==> src/rtl/pdm_cic_decimator.sv <==
// 3rd-order CIC decimator: 1-bit PDM stream in, OUT_W-bit PCM samples out with a one-cycle valid.
// Optional build macro PCM_SIGNED_EN selects two's complement output centred on midscale.
module pdm_cic_decimator #(
  parameter int unsigned LOG2_DECIM = 6,
  parameter int unsigned OUT_W      = 16
) (
  input  logic             clk,
  input  logic             rst_n,
  input  logic             pdm_en,
  input  logic             pdm_in,
  output logic [OUT_W-1:0] pcm_out,
  output logic             pcm_valid
);

  localparam int unsigned W     = 3 * LOG2_DECIM + 1;
  localparam int unsigned Shift = 3 * LOG2_DECIM - OUT_W;
  localparam logic [W-1:0] SatLim = {{(W-1){1'b0}}, 1'b1} << OUT_W;
  localparam logic [LOG2_DECIM-1:0] CntOne = {{(LOG2_DECIM-1){1'b0}}, 1'b1};

  typedef enum logic [1:0] {StIdle, StComb1, StComb2, StComb3} state_e;

  state_e                state_q, state_d;
  logic [W-1:0]          i1_q, i1_d, i2_q, i2_d, i3_q, i3_d;
  logic [W-1:0]          d1_q, d1_d, d2_q, d2_d, d3_q, d3_d;
  logic [W-1:0]          c1_q, c1_d, c2_q, c2_d;
  logic [LOG2_DECIM-1:0] cnt_q, cnt_d;
  logic [OUT_W-1:0]      pcm_q, pcm_d;
  logic                  valid_q, valid_d;

  logic                  tick;
  logic [W-1:0]          c3;
  logic [W-1:0]          c3_shift;
  logic [OUT_W-1:0]      pcm_sat;
  logic [OUT_W-1:0]      pcm_next;

  // Final comb stage and output scaling; only full scale exceeds the OUT_W range.
  assign c3       = c2_q - d3_q;
  assign c3_shift = c3 >> Shift;
  assign pcm_sat  = (c3_shift >= SatLim) ? {OUT_W{1'b1}} : c3_shift[OUT_W-1:0];

`ifdef PCM_SIGNED_EN
  assign pcm_next = {~pcm_sat[OUT_W-1], pcm_sat[OUT_W-2:0]};
`else
  assign pcm_next = pcm_sat;
`endif

  assign tick = pdm_en && (&cnt_q);

  always_comb begin
    state_d = state_q;
    i1_d    = i1_q;
    i2_d    = i2_q;
    i3_d    = i3_q;
    d1_d    = d1_q;
    d2_d    = d2_q;
    d3_d    = d3_q;
    c1_d    = c1_q;
    c2_d    = c2_q;
    cnt_d   = cnt_q;
    pcm_d   = pcm_q;
    valid_d = 1'b0;

    // Integrators run regardless of comb activity; all use pre-edge values.
    if (pdm_en) begin
      i1_d  = i1_q + {{(W-1){1'b0}}, pdm_in};
      i2_d  = i2_q + i1_q;
      i3_d  = i3_q + i2_q;
      cnt_d = cnt_q + CntOne;
    end

    case (state_q)
      StIdle: begin
        if (tick) state_d = StComb1;
      end
      StComb1: begin
        c1_d    = i3_q - d1_q;
        d1_d    = i3_q;
        state_d = StComb2;
      end
      StComb2: begin
        c2_d    = c1_q - d2_q;
        d2_d    = c1_q;
        state_d = StComb3;
      end
      StComb3: begin
        d3_d    = c2_q;
        pcm_d   = pcm_next;
        valid_d = 1'b1;
        state_d = StIdle;
      end
      default: state_d = StIdle;
    endcase
  end

  always_ff @(posedge clk) begin
    if (!rst_n) begin
      state_q <= StIdle;
      i1_q    <= '0;
      i2_q    <= '0;
      i3_q    <= '0;
      d1_q    <= '0;
      d2_q    <= '0;
      d3_q    <= '0;
      c1_q    <= '0;
      c2_q    <= '0;
      cnt_q   <= '0;
      pcm_q   <= '0;
      valid_q <= 1'b0;
    end else begin
      state_q <= state_d;
      i1_q    <= i1_d;
      i2_q    <= i2_d;
      i3_q    <= i3_d;
      d1_q    <= d1_d;
      d2_q    <= d2_d;
      d3_q    <= d3_d;
      c1_q    <= c1_d;
      c2_q    <= c2_d;
      cnt_q   <= cnt_d;
      pcm_q   <= pcm_d;
      valid_q <= valid_d;
    end
  end

  assign pcm_out   = pcm_q;
  assign pcm_valid = valid_q;

endmodule

==> config.mk <==
export PLATFORM = sky130hd
export DESIGN_NAME = pdm_cic_decimator
export DESIGN_NICKNAME = d
export VERILOG_FILES = /design/src/rtl/pdm_cic_decimator.sv
export SDC_FILE = /design/constraint.sdc
export NUM_CORES = 1
export LEC_CHECK = 0
export CORE_MARGIN = 10
export CORE_UTILIZATION = 45
export DETAILED_ROUTE_END_ITERATION = 16
export MAX_ROUTING_LAYER = met4
export PLACE_DENSITY_LB_ADDON = 0.25
export SYNTH_ARGS = -nofsm -noshare
export SYNTH_HDL_FRONTEND = slang
export SYNTH_SLANG_ARGS = --single-unit
==> constraint.sdc <==
create_clock -name clk -period 4.09 [get_ports clk]
set_clock_uncertainty 0.1 [all_clocks]
set_input_delay 0.818 -clock clk [delete_from_list [all_inputs] [get_ports clk]]
set_output_delay 0.818 -clock clk [all_outputs]
set_load 0.02 [all_outputs]
==> flow_summary.json <==
{
  "worstPathArrival_ns": 3.25,
  "diodes": 0,
  "drive_above_1_share_pct": 5.12,
  "cts_root_buf": "clkbuf_16",
  "post-route-util_pct": 50.1,
  "powerDensity_nw_per_um2": 355,
  "avgViaCountPerCell": 5.23,
  "crit_path_max_fanout": 12,
  "nets": 1361,
  "hp-class": "flop to flop",
  "numPortBuffers": 20,
  "synth_seq_cells": 177,
  "drv_slew": 0,
  "cap_violations": 0,
  "worstMarginPinSlew_ns": 0.871,
  "rrSetupSlack_ns": 1.07,
  "rsz0062_at_grt": "no",
  "syn-cell-area_um2": 11200,
  "max_stage_delay_ns": 0.50,
  "die_area_um2": 31500,
  "synth.avg_cell_area_um2": 8.85,
  "fin_crit_sh_pct": 73.9,
  "htreeDepth": 4,
  "setup_viol": 0,
  "worstSetupEndpoint": "pcm_out[13]",
  "hold_violations": 0,
  "cp_slowest_cell": "xnor2_2",
  "gp_routability_congestion": 0.824,
  "crit_chain": "inv_1 > ha_1 > a2111oi_4 > nor3_2 > o41ai_4 > o21ai_2 > xnor2_2 > nand2_1 > o221a_1",
  "timing.rr.start": "d3_q[1]",
  "fin_crit_ns": 3.02,
  "coreArea_um2": 24400,
  "cts_max_path_buffers": 2,
  "crit_type": "flop to flop",
  "numCtsBuffers": 17,
  "final_common_cell": "dfxtp_1",
  "die_y_um": 177,
  "synthArstFlopShare_pct": 0,
  "grt_pass1_wl_um": 35800,
  "ys.flop_type": "dfxtp_1",
  "synth_edf_count": 0,
  "post_cts_resized": 0,
  "grt_max_degree": 107,
  "dpl.hpwl_um": 15200,
  "ios": 21,
  "end_kind": "flop",
  "dr.pass1.iters": 4,
  "cts_tree": "done",
  "required_ns": 4.31,
  "timing.rr.end": "pcm_out[13]",
  "cts.clk_slew.worst_paths_ns": 0.07,
  "syn_to_final_growth_pct": 9.58,
  "ff2ff_path_depth": 9,
  "clock_latency_ns": 0.43,
  "yosysSeqAreaShare_pct": 31.8,
  "placementRows": 57,
  "remaining_drc_errors": 0,
  "power.total_mw": 4.35,
  "synth_cells": 1260,
  "clock-sinks": 177,
  "layout_common_cells": "177 x dfxtp_1, 121 x nor2b_1, 99 x mux2i_1, 94 x ha_1, 86 x inv_1",
  "outcome": "complete, no violations",
  "slew_headroom_pct": 41.9,
  "grt_pass1_vias": 7801,
  "vias": 8325,
  "ys_types": 72,
  "wl_per_cell_um": 13.0,
  "clock.fmax_mhz": 331,
  "grt.total_usage_pct": 13.7,
  "syn_nets": 1365,
  "peakVddDrop_mv": 0.253,
  "antenna_found_initial": 0,
  "die_x_um": 177,
  "p_leak_nw": 4.83,
  "start_util_pct": 45.7,
  "crit_path_start_kind": "flop",
  "startpoint": "d3_q[1]",
  "post_cts_buffers": 0,
  "grt_overflow": 0,
  "tns_ns": 0,
  "antenna_left": 0,
  "wirelength_um": 20600,
  "dr.first_iter.drc_count": 348,
  "yosys_warnings": 0,
  "postCtsHoldBufs": 0
}
==> power by group <==
| part | internal [mW] | switching (mW) | total, mW | leakage (nW) |
|---|---|---|---|---|
| combinational | 0.427 | 0.488 | 0.915 | 3.11 |
| clock | 0.927 | 0.705 | 1.63 | 0.287 |
| sequential | 1.76 | 0.0360 | 1.80 | 1.43 |
| total | 3.12 | 1.23 | 4.35 | 4.83 |
==> per-layer routing <==
layer	up-vias	GRT usage (%)	routed length, um	share of wire (%)
li1	4445	-	-	-
met4	0	3.75	261	1.3
met3	19	2.55	465	2.3
met2	67	23.5	9940	48
met5	-	-	0	0
met1	3794	16.1	9980	48
==> cell usage after synthesis, types with 5 or more instances <==
library cell  number  area share (%)
or3_1              9            0.50
nand3_1           24             1.1
nand3b_1          10            0.67
buf_1             10            0.34
nand4_1           18             1.0
nand2b_1           5            0.28
a21boi_0           7            0.47
and3_1             8            0.45
mux2i_1           99             8.9
and2_1            26             1.5
xnor2_1           59             4.6
a31oi_1           20             1.1
nor2_1            52             1.7
o21bai_1           9            0.61
o211ai_1           6            0.40
clkbuf_1          41             1.4
o21a_1            15             1.0
nor3_1            19            0.85
o21ai_0           55             2.5
ha_1              97              11
nor2b_1          121             6.8
nand2_1           66             2.2
o221a_1            5            0.50
xor2_1            20             1.6
a21o_1            43             2.9
inv_1             86             2.9
a211oi_1           8            0.54
o211a_1           10            0.90
a21oi_1           58             2.6
dfxtp_1          177              32
==> area by class of cell <==
| class | count | area (um2) |
|---|---|---|
| timing repair buffer | 29 | 260 |
| clock buffer | 19 | 443 |
| clock inverter | 13 | 149 |
| multi-input combinational | 944 | 7100 |
| fill | 2346 | 12200 |
| sequential | 177 | 3540 |
| tap | 324 | 405 |
| inverter | 87 | 327 |
==> logic make-up (layout without fill, tap and decap cells) <==
logic type                 Yosys count  after routing  synth area share (%)
adders and majority gates          101            101                  11.6
buffers and inverters              139            148                  4.69
xor gates and xnor gates            80             80                  6.35
muxes                              100            100                  8.98
and+or+nand+nor                    376            376                  18.5
AOI/OAI and AO/OA                  287            287                  18.2
DFF                                177            177                  31.8
==> worst max-delay path: cells and delay by family, from the launching register on <==
kind | cells | cell delay (ns)
AO/OA/AOI/OAI | 4 | 1.24
XOR/XNOR | 1 | 0.50
AND/OR/NAND/NOR | 2 | 0.38
flip-flops | 1 | 0.33
adder cells (fa/ha/maj) | 1 | 0.32
buffers and inverters | 1 | 0.04
==> stage by stage <==
stage	hold slack [ns]	area [um2]	worst slack, ns	std cells
global placement	0.374	11600	1.09	1561
global route	0.419	12200	0.851	1593
CTS	0.395	12200	1.05	1593
detailed placement	0.380	11600	1.07	1561
finish	0.390	12200	1.07	1593
floorplan	0.357	11200	1.51	1260
==> worst min-delay path by stage <==
stage,from,to,slack [ns],cells past startpoint
finish,i2_q[18],i2_q[18],0.39,2
global route,c2_q[5],c2_q[5],0.42,2
CTS,i2_q[18],i2_q[18],0.39,2
detailed placement,i2_q[18],i2_q[18],0.38,2
global placement,i2_q[18],i2_q[18],0.37,2
floorplan,c2_q[10],c2_q[10],0.36,2
==> state kept, by name, summed over array words and instances (netlist names) <==
name / flops
c2_q: 19
cnt_q: 6
pcm_valid: 1
d3_q: 19
i3_q: 19
state_q: 2
c1_q: 19
i2_q: 19
d1_q: 19
pcm_out: 16
i1_q: 19
d2_q: 19
(Power assumes the default switching activity.)
==> edit 1 (same settings) <==
Set the parameter `LOG2_DECIM` to 7 (it was 6).
--- a/src/rtl/pdm_cic_decimator.sv
+++ b/src/rtl/pdm_cic_decimator.sv
@@ -1,7 +1,7 @@
 // 3rd-order CIC decimator: 1-bit PDM stream in, OUT_W-bit PCM samples out with a one-cycle valid.
 // Optional build macro PCM_SIGNED_EN selects two's complement output centred on midscale.
 module pdm_cic_decimator #(
-  parameter int unsigned LOG2_DECIM = 6,
+  parameter int unsigned LOG2_DECIM = 7,
   parameter int unsigned OUT_W      = 16
 ) (
   input  logic             clk,
Behaviour: no difference found for any inputs over 10 cycles, from zero or initial values and one cycle with rst_n low; that may be too few to reach the edited logic, so the function may still have changed.
==> edit 1 against the original RTL <==
Cell area increased by 11%; fmax decreased by 5.8%; worst setup slack got worse by 0.19 ns; wire length increased by 14%; area after synthesis increased by 9.3%; sequential power increased by 16%; power increased by 35%; sequential cell count increased by 25; critical endpoint is now c1_q[20].
==> edit 1: results (changes against the original RTL) <==
| Metric | Value |
|---|---|
| Area fraction in compound gates after synthesis | 0.180 (-0.00179) |
| Post-Syn Area per Cell | 8.62 sq um (-2.6%) |
| Sequential area share after synthesis | 0.332 (+0.0141) |
| Via count | 9302 (+12%) |
| Slowest stage delay, CP | 0.40 ns (-0.10 ns) |
| Post-detail-place hpwl | 17000 um (+12%) |
| CTS buffer count | 24 (+7) |
| Post-CTS sizing | 0 (unchanged) |
| GR Layer Usage met3 | 0.0207 (-0.00483) |
| Met1 Use GR | 0.170 (+0.00902) |
| Number of port buffers | 20 (unchanged) |
| Dpl cell area | 12700 sq um (+8.9%) |
| Largest net degree at the start of global routing | 60 (-44%) |
| Final non-filler cell total | 1773 (+11%) |
| Layout cells sized above 1 | 0.0482 (-0.00304) |
| Cells on worst reg2reg path | 13 (+4) |
| Max rail drop VDD | 334 uV (+32%) |
| Area contributors post-synth | dfxtp_1 (33%), ha_1 (11%), mux2i_1 (9.1%) |
| Yosys cell types | 71 (-1.4%) |
| Post-Route WL | 23500 um (+14%) |
| Total track usage | 0.142 (+0.00550) |
| Cells after DPL | 1729 (+11%) |
| CP max FO | 4 (-8) |
| Crit path DAT | 3.51 ns (+0.26 ns) |
| Vias in the first global route | 8810 (+13%) |
| CP max-delay cell | fa_1 |
| Worst-case clock buffer depth | 3 (+1) |
| Worst-Skew Late Latency | 0.52 ns (+0.09 ns) |
| Syn Nets | 1534 (+12%) |
| Xor/xnor share of the synthesized area | 0.0690 (+0.00548) |
| Global-route wire length before repair | 41000 um (+14%) |
| Worst Max-Slew Pin Slew | 0.689 ns (-0.183 ns) |
| RD Place Congestion | 0.832 (+1.0%) |
| Status | finished clean |
| Mux share of post-synthesis cell area | 0.0921 (+0.00222) |
| Leakage | 5.48 nW (+13%) |
| Adder-cell share of the synthesized area | 0.122 (+0.00554) |
| Starting DRT DRC Count | 254 (-27%) |
| M2 GR Usage | 0.243 (+0.00785) |
| H-tree level count | 1 (-3) |
| Commonest cells in the netlist | dfxtp_1 (202), nor2_1 (199), ha_1 (112) |
[edit 1: cell types whose count changed in the layout (fill, tap and decap cells not counted), sizes merged, moves of 8 or more]
| cell | delta |
|---|---|
| clkbuf | +16 |
| and2 | -16 |
| a21oi | +38 |
| nor2b | -103 |
| mux2i | +12 |
| nand3 | +15 |
| nor2 | +147 |
| a31oi | -8 |
| o221a | +11 |
| o211a | -9 |
| dfxtp | +25 |
| ha | +15 |
| xor2 | +23 |
[edit 1: worst min-delay path, stage by stage, from the launching register on]
cell and delay, ns:
dfxtp_1 0.33, nand2_1 0.06, mux2i_1 0.05
[edit 1: report_power, final]
part,internal [mW],switching [mW]
Clock,1.57,0.819
Sequential,2.03,0.0539
Combinational,0.639,0.762
[edit 1: path summary, 6_finish.rpt]
| path | to | slack, ns | from |
|---|---|---|---|
| setup / recovery | c1_q[20] | 0.88 | i3_q[0] |
| hold / removal | i2_q[21] | 0.39 | i2_q[21] |
| setup reg to reg | c1_q[20] | 0.88 | i3_q[0] |
| hold reg to reg | i2_q[21] | 0.39 | i2_q[21] |
[edit 1: final cells by class]
class | count | area (sq um)
flip-flops and latches | 202 | 4040
clock buffers | 35 | 703
fillers | 2516 | 13200
well taps | 341 | 427
multi-input cells | 1063 | 7590
inverters | 93 | 352
repair buffers | 30 | 265
clock inverters | 9 | 199
[edit 1: metrics by stage]
stage	hold slack, ns	worst slack, ns
3_3_place_gp	0.367	0.903
4_1_cts	0.389	0.858
6_report	0.385	0.881
3_5_place_dp	0.379	0.871
2_1_floorplan	0.355	1.21
5_1_grt	0.396	0.633
[edit 1: per-layer routing]
layer / up-vias / part of all wire
met4: 0 / 0.028
met2: 79 / 0.46
met5: - / 0
met3: 47 / 0.026
met1: 4178 / 0.48
li1: 4998 / -
[edit 1: cell families after synthesis]
group	Yosys count
flip-flops	202
buffers and inverters	149
AO/OA/AOI/OAI	319
adder cells (fa/ha/maj)	116
multiplexers	112
AND/OR/NAND/NOR	420
XOR/XNOR	96
==> edit 2 (same settings) <==
Without the edit above. Reset style: asynchronous (`rst_n`), changed in one clocked block.
--- a/src/rtl/pdm_cic_decimator.sv
+++ b/src/rtl/pdm_cic_decimator.sv
@@ -92,7 +92,7 @@
     endcase
   end
 
-  always_ff @(posedge clk) begin
+  always_ff @(posedge clk or negedge rst_n) begin
     if (!rst_n) begin
       state_q <= StIdle;
       i1_q    <= '0;
Behaviour: same outputs for any inputs over 10 cycles, from zero or initial values and one cycle with rst_n low; that may be too few to reach the edited logic, so the function may still have changed.
==> edit 2 against the original RTL <==
Fmax shrank 2.4%; area after synthesis is 0.45% higher; highest routed layer unchanged; worst setup slack got worse by 0.075 ns; wire length decreased by 4.4%; cell area grew 0.58%; sequential cell count is the same.
Power is not compared: it rests on default switching activity, and its combinational part moved more than twofold at a synthesized area within 25%.
==> edit 2: results (changes against the original RTL) <==
| Metric | Value |
|---|---|
| Status | finished clean |
| RR Startpoint | i3_q[0] |
| GR Layer Usage met3 | 0.0280 (+0.00255) |
| Sequential area share after synthesis | 0.395 (+0.0776) |
| Area contributors post-synth | dfrtp_1 (40%), ha_1 (11%), mux2_2 (6.1%) |
| M2 GR Usage | 0.225 (-0.00975) |
| Layout cells sized above 1 | 0.109 (+0.0577) |
| Hold-fix buffers, CTS | 0 (unchanged) |
| Total track usage | 0.135 (-0.00161) |
| Via density per instance | 5.25 (+0.52%) |
| RD Place Congestion | 0.852 (+3.4%) |
| Clock buffer cells | 17 (-2) |
| CP max FO | 4 (-8) |
| Buffering overhead | 0.0213 (-0.0000217) |
| Max rail drop VDD | 501 uV |
| Non-CTS inverters | 95 (+9.2%) |
| Global-route wire length before repair | 35400 um (-1.3%) |
| Leakage | 5.56 nW |
| Top_reg_cell synth | dfrtp_1 |
| Async set or reset register ratio after synthesis | 1.00 (+1.00) |
| Area fraction in compound gates after synthesis | 0.180 (-0.00137) |
| Post-CTS sizing | 0 (unchanged) |
| Min-delay worst type | primary input to asynchronous set/reset pin |
| Final clock-cell share | 0.0478 (-0.000586) |
| Comb_multi_in | 862 (-8.7%) |
| Dpl cell area | 11700 sq um (+0.65%) |
| Post-detail-place hpwl | 14600 um (-4.0%) |
| Slew headroom | 0.270 (-0.149) |
| Post-Route WL | 19700 um (-4.4%) |
| Mux share of post-synthesis cell area | 0.0649 (-0.0250) |
| Xor/xnor share of the synthesized area | 0.0718 (+0.00831) |
| Largest net degree at the start of global routing | 72 (-33%) |
| # fillers | 2273 (-3.1%) |
| Ant diodes | 0 (unchanged) |
| Starting DRT DRC Count | 496 (+43%) |
| Sequential cell count | 177 (unchanged) |
| Initial antenna violation count | 0 (unchanged) |
| Multi-input gate area | 6250 sq um (-12%) |
| Syn Nets | 1278 (-6.4%) |
| DR top layer | met4 |
| Crit path DAT | 3.31 ns (+0.06 ns) |
| Number of port buffers | 20 (unchanged) |
| Commonest cells in the netlist | dfrtp_1 (177), nand2_1 (111), ha_1 (97) |
| Yosys cell types | 64 (-11%) |
| CP max-delay cell | fa_1 |
| Met1 Use GR | 0.163 (+0.00189) |
| Adder-cell share of the synthesized area | 0.115 (-0.000518) |
| Ys Warns | 0 (unchanged) |
| Met2 wire len | 9240 um (-7.0%) |
| Setup WS pre-CTS | 0.992 ns (-0.0765 ns) |
| Routed wl met3 | 527 um (+13%) |
| Slowest stage delay, CP | 0.40 ns (-0.10 ns) |
| Non-clk bufs | 27 (-6.9%) |
| Vias in the first global route | 7950 (+1.9%) |
| Register Area | 4430 sq um (+25%) |
| Met1 wire length | 9620 um (-3.6%) |
## edit 2: changes by cell type after synthesis, moves of 11 or more
cell	change
dfxtp_1	-177
nor2b_1	-95
dfrtp_1	+177
mux2i_1	-95
a21oi_1	+11
o21ai_0	+40
and2_1	-21
nand2_1	+45
mux2_2	+60
nor2_1	+15
a21o_1	-14
## edit 2: metrics by stage
stage                     cells  power [mW]  utilization
after floorplan            1173        8.30            -
after global placement     1485        9.41        0.480
after detailed placement   1485        9.55        0.480
after CTS                  1517        11.2        0.504
after global routing       1517        12.2        0.504
final                      1517        11.1        0.504
## edit 2: critical path: cells and delay by family, from the launching register on
family / cells / cell delay, ns
flip-flops: 1 / 0.39
buffers and inverters: 2 / 0.15
AO/OA/AOI/OAI: 5 / 1.30
XOR/XNOR: 1 / 0.08
multiplexers: 1 / 0.27
AND/OR/NAND/NOR: 1 / 0.12
adder cells (fa/ha/maj): 2 / 0.56
## edit 2: cell families after synthesis
family                   count (synthesis)
AO/OA/AOI/OAI                          308
multiplexers                            65
buffers and inverters                  134
AND/OR/NAND/NOR                        297
XOR/XNOR                                91
flip-flops                             177
adder cells (fa/ha/maj)                101
## edit 2: worst paths after layout
kind                       cells after the start          to  slack, ns
hold / removal                                 1  pcm_out[0]       0.27
setup reg to reg                              12    c1_q[18]       0.99
hold reg to reg                                1    cnt_q[5]       0.37
max in group asynchronous                      2    d2_q[16]       2.63
setup / recovery                              12    c1_q[18]       0.99
min in group clk                               1    cnt_q[5]       0.37
## edit 2: report_power, final
group,total [mW],switching [mW],internal [mW]
combinational,6.61,3.59,3.02
clock,1.63,0.756,0.870
sequential,2.89,0.438,2.45
